==> config.mk <==
export PLATFORM = sky130hd
export DESIGN_NAME = pb_debounce_multi
export DESIGN_NICKNAME = d
export VERILOG_FILES = /design/src/rtl/pb_pkg.sv /design/src/rtl/pb_debounce_chan.sv /design/src/rtl/pb_debounce_multi.sv
export SDC_FILE = /design/constraint.sdc
export NUM_CORES = 1
export LEC_CHECK = 0
export CAP_MARGIN = 0
export CELL_PAD_IN_SITES_DETAIL_PLACEMENT = 1
export CELL_PAD_IN_SITES_GLOBAL_PLACEMENT = 1
export CORE_MARGIN = 1.5
export CORE_UTILIZATION = 30
export DETAILED_ROUTE_END_ITERATION = 10
export GPL_TIMING_DRIVEN = 0
export PLACE_DENSITY_LB_ADDON = 0.1
export SYNTH_ARGS = -nofsm -noshare
export SYNTH_HDL_FRONTEND = slang
export SYNTH_HIERARCHICAL = 1
export SYNTH_SLANG_ARGS = --single-unit
==> constraint.sdc <==
create_clock -name slow_clk -period 1.26 [get_ports slow_clk]
set_input_delay 0.315 -clock slow_clk [delete_from_list [all_inputs] [get_ports slow_clk]]
set_output_delay 0.315 -clock slow_clk [all_outputs]
set_load 0.005 [all_outputs]
==> src/rtl/pb_pkg.sv <==
// Shared defaults, repeat-phase encoding and width helper for the push-button
// conditioner.
package pb_pkg;

    localparam int PB_N_BTN         = 3;
    localparam int PB_SYNC_STAGES   = 2;
    localparam int PB_STABLE_CNT    = 4;
    localparam int PB_REPEAT_DELAY  = 20;
    localparam int PB_REPEAT_PERIOD = 5;

    typedef enum logic [1:0] {
        IDLE,
        WAIT,
        RPT
    } rpt_state_t;

    // Bits needed to hold values 0..max_val; never less than one.
    function automatic int pb_width(input int max_val);
        return (max_val < 1) ? 1 : $clog2(max_val + 1);
    endfunction

endpackage

==> src/rtl/pb_debounce_chan.sv <==
// One button channel: synchroniser, counter-based stability filter,
// press/release pulses and optional hold-to-repeat.
module pb_debounce_chan
    import pb_pkg::*;
#(
    parameter int SYNC_STAGES   = PB_SYNC_STAGES,
    parameter int STABLE_CNT    = PB_STABLE_CNT,
    parameter int REPEAT_EN     = 1,
    parameter int REPEAT_DELAY  = PB_REPEAT_DELAY,
    parameter int REPEAT_PERIOD = PB_REPEAT_PERIOD
) (
    input  logic slow_clk,
    input  logic RESET_N,
    input  logic i_btn,
    output logic o_level,
    output logic o_press,
    output logic o_release,
    output logic o_repeat
);

    localparam int CNT_W = pb_width(STABLE_CNT);
    localparam logic [CNT_W-1:0] CNT_LAST = CNT_W'(STABLE_CNT - 1);

    logic [SYNC_STAGES-1:0] sync_q;
    logic [CNT_W-1:0]       cnt;
    logic                   s;
    logic                   flip;
    logic                   rise;
    logic                   fall;

    assign s    = sync_q[SYNC_STAGES-1];
    assign flip = (s != o_level) && (cnt == CNT_LAST);
    assign rise = flip && s;
    assign fall = flip && !s;

    // NOTE: every piece of state, synchroniser included, clears on the async
    // reset so a mid-operation reset discards any half-seen input.
    always_ff @(posedge slow_clk or negedge RESET_N) begin
        if (!RESET_N) begin
            sync_q    <= '0;
            cnt       <= '0;
            o_level   <= 1'b0;
            o_press   <= 1'b0;
            o_release <= 1'b0;
        end else begin
            // NOTE: non-blocking throughout so every term below sees pre-edge values.
            sync_q    <= {sync_q[SYNC_STAGES-2:0], i_btn};
            o_press   <= rise;
            o_release <= fall;
            if (s == o_level) begin
                cnt <= '0;
            end else if (flip) begin
                o_level <= s;
                cnt     <= '0;
            end else begin
                cnt <= cnt + 1'b1;
            end
        end
    end

    if (REPEAT_EN != 0) begin : g_repeat
        localparam int H_W = pb_width((REPEAT_DELAY > REPEAT_PERIOD) ? REPEAT_DELAY : REPEAT_PERIOD);
        localparam logic [H_W-1:0] DLY_LAST = H_W'(REPEAT_DELAY - 1);
        localparam logic [H_W-1:0] PER_LAST = H_W'(REPEAT_PERIOD - 1);

        rpt_state_t     state;
        logic [H_W-1:0] h;

        // Release wins over any repeat due in the same cycle.
        always_ff @(posedge slow_clk or negedge RESET_N) begin
            if (!RESET_N) begin
                state    <= IDLE;
                h        <= '0;
                o_repeat <= 1'b0;
            end else begin
                o_repeat <= 1'b0;
                if (fall) begin
                    state <= IDLE;
                    h     <= '0;
                end else begin
                    case (state)
                        IDLE: begin
                            h <= '0;
                            if (rise) state <= WAIT;
                        end
                        WAIT: begin
                            if (h == DLY_LAST) begin
                                o_repeat <= 1'b1;
                                h        <= '0;
                                state    <= RPT;
                            end else begin
                                h <= h + 1'b1;
                            end
                        end
                        RPT: begin
                            if (h == PER_LAST) begin
                                o_repeat <= 1'b1;
                                h        <= '0;
                            end else begin
                                h <= h + 1'b1;
                            end
                        end
                        default: begin
                            state <= IDLE;
                            h     <= '0;
                        end
                    endcase
                end
            end
        end
    end else begin : g_no_repeat
        assign o_repeat = 1'b0;
    end

endmodule

==> src/rtl/pb_debounce_multi.sv <==
// N-channel push-button conditioner: per-channel debounce with press, release
// and auto-repeat pulses, plus a registered any-press summary.
module pb_debounce_multi
    import pb_pkg::*;
#(
    parameter int N_BTN         = PB_N_BTN,
    parameter int SYNC_STAGES   = PB_SYNC_STAGES,
    parameter int STABLE_CNT    = PB_STABLE_CNT,
    parameter int REPEAT_EN     = 1,
    parameter int REPEAT_DELAY  = PB_REPEAT_DELAY,
    parameter int REPEAT_PERIOD = PB_REPEAT_PERIOD
) (
    input  logic             slow_clk,
    input  logic             RESET_N,
    input  logic [N_BTN-1:0] i_btn,
    output logic [N_BTN-1:0] o_level,
    output logic [N_BTN-1:0] o_press,
    output logic [N_BTN-1:0] o_release,
    output logic [N_BTN-1:0] o_repeat,
    output logic             o_any_press
);

    for (genvar k = 0; k < N_BTN; k++) begin : g_chan
        pb_debounce_chan #(
            .SYNC_STAGES  (SYNC_STAGES),
            .STABLE_CNT   (STABLE_CNT),
            .REPEAT_EN    (REPEAT_EN),
            .REPEAT_DELAY (REPEAT_DELAY),
            .REPEAT_PERIOD(REPEAT_PERIOD)
        ) u_chan (
            .slow_clk (slow_clk),
            .RESET_N  (RESET_N),
            .i_btn    (i_btn[k]),
            .o_level  (o_level[k]),
            .o_press  (o_press[k]),
            .o_release(o_release[k]),
            .o_repeat (o_repeat[k])
        );
    end

    // Lags the channel pulses by one cycle; same-cycle pulses merge.
    always_ff @(posedge slow_clk or negedge RESET_N) begin
        if (!RESET_N) begin
            o_any_press <= 1'b0;
        end else begin
            o_any_press <= |(o_press | o_repeat);
        end
    end

endmodule

==> impl_results.html <==
<table>
<tr><th>Metric</th><th>Value</th></tr>
<tr><th colspan="2">Logic synthesis</th></tr>
<tr><td>Synth area leader</td><td>dfrtp_1</td></tr>
<tr><td>Simple logic cell fraction of the synthesized area</td><td>21.4%</td></tr>
<tr><td>Share of the synthesized area in compound gates (AO/OA/AOI/OAI)</td><td>7.05%</td></tr>
<tr><td>Proportion of synthesized chip area in sequential cells</td><td>approximately 51%</td></tr>
<tr><td>Top cells by area, synth</td><td>dfrtp_1 51%, ha_1 11%, nand4bb_4 6.9%, inv_1 3.8%, nand4bb_1 2.8%</td></tr>
<tr><td>Main flop type after synthesis</td><td>dfrtp_1</td></tr>
<tr><td>Share of the synthesized area in the top cell type</td><td>51.2%</td></tr>
<tr><td>Count of different cell masters after synthesis</td><td>24</td></tr>
<tr><td>Ys Warns</td><td>6</td></tr>
<tr><td>Main combinational cell family by area after synthesis</td><td>simple AND/OR/NAND/NOR gates</td></tr>
<tr><td>Number of cells produced by synthesis</td><td>196</td></tr>
<tr><td>Post-synthesis xor/xnor area fraction</td><td>4.39%</td></tr>
<tr><td>Adder-cell area share of the yosys netlist</td><td>11.0%</td></tr>
<tr><td>Post-synthesis average cell area</td><td>12.2 um2</td></tr>
<tr><td>Post-synth EDFFs</td><td>0</td></tr>
<tr><td>Register bit total from synthesis</td><td>49</td></tr>
<tr><td>Post-synth net total</td><td>222</td></tr>
<tr><td>Most common cell in the synthesized netlist</td><td>dfrtp_1</td></tr>
<tr><td>Async S/R FF share, synth</td><td>100%</td></tr>
<tr><td>Synthesized area</td><td>2400 um2</td></tr>
<tr><td>Top cells by instance count after synthesis</td><td>49 x dfrtp_1, 24 x inv_1, 21 x ha_1</td></tr>
<tr><td>Mux contribution to synthesized area</td><td>1.25%</td></tr>
<tr><th colspan="2">Place</th></tr>
<tr><td>Placed Instances</td><td>316</td></tr>
<tr><td>Count of port buffers added during placement</td><td>17</td></tr>
<tr><td>Detailed-placement wirelength estimate</td><td>3480 um</td></tr>
<tr><td>Weighted congestion reported at the end of routability-driven placement</td><td>0.818</td></tr>
<tr><th colspan="2">Floorplanning</th></tr>
<tr><td>Die boundary height</td><td>92.4 um</td></tr>
<tr><td>Starting density of the core</td><td>31.0%</td></tr>
<tr><td>Width of the chip</td><td>92.4 um</td></tr>
<tr><td>Core footprint</td><td>a little under 8000 um2</td></tr>
<tr><td>Number of primary I/O pins</td><td>18</td></tr>
<tr><td>Area of the die</td><td>8530 um2</td></tr>
<tr><td>Floorplan row count</td><td>32</td></tr>
<tr><th colspan="2">Clock network</th></tr>
<tr><td>Worst-skew pair later-pin latency</td><td>approximately 290 ps</td></tr>
<tr><td>Register clock-pin slew on the reported worst setup and hold paths</td><td>90 ps</td></tr>
<tr><td>Clock Root Buffer</td><td>clkbuf_8</td></tr>
<tr><td>Total number of clock tree sinks</td><td>49</td></tr>
<tr><td>Clock tree from TritonCTS</td><td>built</td></tr>
<tr><td>Number of H-tree branching levels</td><td>2</td></tr>
<tr><td>Number of buffers created by CTS</td><td>5</td></tr>
<tr><td>Deepest clock path buffer count</td><td>2</td></tr>
<tr><th colspan="2">Global routing</th></tr>
<tr><td>Largest net degree at the start of global routing</td><td>33</td></tr>
<tr><td>First-pass GRT wire length</td><td>between 8000 and 9000 um</td></tr>
<tr><td>Total overflow reported by the global router</td><td>0</td></tr>
<tr><td>Vias in the first global route</td><td>about 1,800</td></tr>
<tr><td>Antenna violations before repair</td><td>0</td></tr>
<tr><td>Total Routing Usage GR</td><td>about an eighth</td></tr>
<tr><th colspan="2">Cells and area</th></tr>
<tr><td>Ratio of cells with drive above 1 in the final layout</td><td>39.1%</td></tr>
<tr><td>Non-filler cells in the finished layout</td><td>about 360</td></tr>
<tr><td>Number of nets in the layout</td><td>279</td></tr>
<tr><td>Synth-to-layout area growth</td><td>39.8%</td></tr>
<tr><td>Antenna cells</td><td>0</td></tr>
<tr><td>Fin util</td><td>43.3%</td></tr>
<tr><th colspan="2">STA</th></tr>
<tr><td>Final worst-path cycle share</td><td>109%</td></tr>
<tr><td>Timing-limited maximum frequency</td><td>around 0.73 GHz</td></tr>
<tr><td>Setup repair after global routing missed its margin</td><td>true</td></tr>
<tr><td>PnR worst setup slack</td><td>-111 ps</td></tr>
<tr><td>Final-layout worst hold slack</td><td>355 ps</td></tr>
<tr><td>Number of failing setup endpoints in the final timing report</td><td>18</td></tr>
<tr><td>Number of failing hold endpoints at the final stage</td><td>0</td></tr>
<tr><td>Time the worst path needs with I/O delays and setup</td><td>about 1400 ps</td></tr>
<tr><td>Rel. slew slack</td><td>71.6%</td></tr>
<tr><td>Slew of the pin with the lowest slew margin</td><td>around 430 ps</td></tr>
<tr><td>Final number of max-transition violations</td><td>0</td></tr>
<tr><td>Post-Route Skew</td><td>3.06 ps</td></tr>
<tr><th colspan="2">Setup path</th></tr>
<tr><td>Startpoint Class</td><td>flop</td></tr>
<tr><td>Worst Setup Path Type</td><td>reg -&gt; reg</td></tr>
<tr><td>Signal arrival time at the worst endpoint</td><td>~1600 ps</td></tr>
<tr><td>Critical Path Fanout Max</td><td>4</td></tr>
<tr><td>Critical path required time</td><td>~1500 ps</td></tr>
<tr><td>Element type at the critical path end</td><td>flop</td></tr>
<tr><th colspan="2">Pwr</th></tr>
<tr><td>PnR Total Power</td><td>5.58 mW</td></tr>
<tr><td>Peak VDD IR</td><td>approximately 0.0006 V</td></tr>
<tr><td>Power per cell area</td><td>1670 nW/um2</td></tr>
<tr><td>Leak Pwr</td><td>1.43 nW</td></tr>
<tr><th colspan="2">Outcome</th></tr>
<tr><td>Result of the run</td><td>finished, violations left</td></tr>
<tr><td>Failing checks</td><td>negative setup slack</td></tr>
<tr><th colspan="2">Route</th></tr>
<tr><td>Total wire length after detailed routing</td><td>4980 um</td></tr>
<tr><td>Pre-antenna DRT Iters</td><td>4</td></tr>
<tr><td>Antenna Violating Nets Remaining</td><td>0</td></tr>
<tr><td>Iteration-0 DRC count of the detailed router</td><td>10</td></tr>
<tr><td># DRC</td><td>0</td></tr>
<tr><td>Number of vias after detailed routing</td><td>1,657</td></tr>
<tr><td>Average routed wire per standard cell</td><td>14.0 um</td></tr>
<tr><td>Vias per cell</td><td>4.67</td></tr>
<tr><th colspan="2">Worst hold path</th></tr>
<tr><td>Hold WC Path Type</td><td>reg -&gt; reg</td></tr>
<tr><th colspan="2">Run</th></tr>
<tr><td>Reported max-cap violation count</td><td>0</td></tr>
</table>
[worst paths after layout]
path,slack [ps],depth (start not counted),startpoint,endpoint
min in group asynchronous,480,2,RESET_N,g_chan[2].u_chan/o_release$_DFF_PN0_
hold reg to reg,350,0,g_chan[1].u_chan/sync_q[0]$_DFF_PN0_,g_chan[1].u_chan/sync_q[1]$_DFF_PN0_
hold / removal,350,0,g_chan[1].u_chan/sync_q[0]$_DFF_PN0_,g_chan[1].u_chan/sync_q[1]$_DFF_PN0_
setup reg to reg,-110,4,g_chan[2].u_chan/g_repeat.h[0]$_DFF_PN0_,g_chan[2].u_chan/g_repeat.state[1]$_DFFE_PN0P_
setup / recovery,-110,4,g_chan[2].u_chan/g_repeat.h[0]$_DFF_PN0_,g_chan[2].u_chan/g_repeat.state[1]$_DFFE_PN0P_
max in group asynchronous,250,3,RESET_N,g_chan[0].u_chan/g_repeat.state[0]$_DFFE_PN0P_
[power breakdown]
group / switching, mW / leakage (nW) / internal, mW
registers: 0.272 / 0.647 / 1.86
clock network: 0.500 / 0.0540 / 0.577
logic: 1.14 / 0.731 / 1.23
total: 1.92 / 1.43 / 3.66
[kinds of logic after synthesis]
kind of cell	count (synthesis)
XOR/XNOR	12
buffers and inverters	24
AND/OR/NAND/NOR	66
adder cells (fa/ha/maj)	21
multiplexers	3
flip-flops	49
AO/OA/AOI/OAI	21
[cells in the final DEF (no fill, tap or decap), drive strengths merged]
master,n
dfrtp,49
buf,36
inv,24
ha,21
nand2,16
nor3,12
nand4bb,12
clkdlybuf4s15,7
clkbuf,7
xnor2,6
nor3b,6
nand3,6
xor2,6
a221oi,6
nor2,4
nand2b,3
and3b,3
a22oi,3
o21ai,3
a21oi,3
a211o,3
mux2i,3
clkdlybuf4s50,3
o22ai,3
nor2b,3
nor4,1
clkinv,1
bufinv,1
dlygate4sd3,1
dlygate4sd2,1
[cell type report]
type / instances / area [um2]
Timing Repair Buffer: 50 / 435
Fill cell: 825 / 4380
Inverter: 24 / 90.1
Clock inverter: 2 / 35.0
Clock buffer: 5 / 68.8
Tap cell: 102 / 128
Multi-Input combinational cell: 123 / 1370
Sequential cell: 49 / 1230
[through the flow]
step | setup TNS, ps | instance area [um2] | setup slack [ps]
final | -1100 | 3350 | -111
after floorplan | 0 | 2490 | 10.1
after detailed placement | -2080 | 2800 | -137
after CTS | -661 | 3120 | -112
after global routing | -2820 | 3350 | -201
after global placement | -78070 | 2790 | -1580
[timing repair]
item / CTS / global route
pin swaps: 10 / 15
hold buffers: 1 / 0
buffers inserted: 21 / 10
resized for setup: 38 / 42
endpoints found under the hold margin: 17 / 0
setup endpoints to repair: 37 / 31
[metal layers]
metal | global-route usage (%) | part of all wire [%] | wire length, um
met1 | 14.4 | 43 | 2150
met2 | 22.5 | 54 | 2660
met3 | 2.79 | 2.4 | 119
met4 | 3.08 | 0.90 | 45
met5 | 0 | 0 | 0
[critical path, cell delays in order, from the launching register on]
cell and delay (ps):
dfrtp_1 430, ha_4 170, nand4bb_4 150, a211o_1 310
a221oi_2 220
[registers in the layout (all words and copies together), names as in the netlist]
register                      flops
g_chan.u_chan/g_repeat.h         15
g_chan.u_chan/o_repeat            3
g_chan.u_chan/o_press             3
g_chan.u_chan/cnt                 9
o_any_press                       1
g_chan.u_chan/o_level             3
g_chan.u_chan/sync_q              6
g_chan.u_chan/o_release           3
g_chan.u_chan/g_repeat.state      6
No activity file was read; power rests on OpenSTA's default activity.
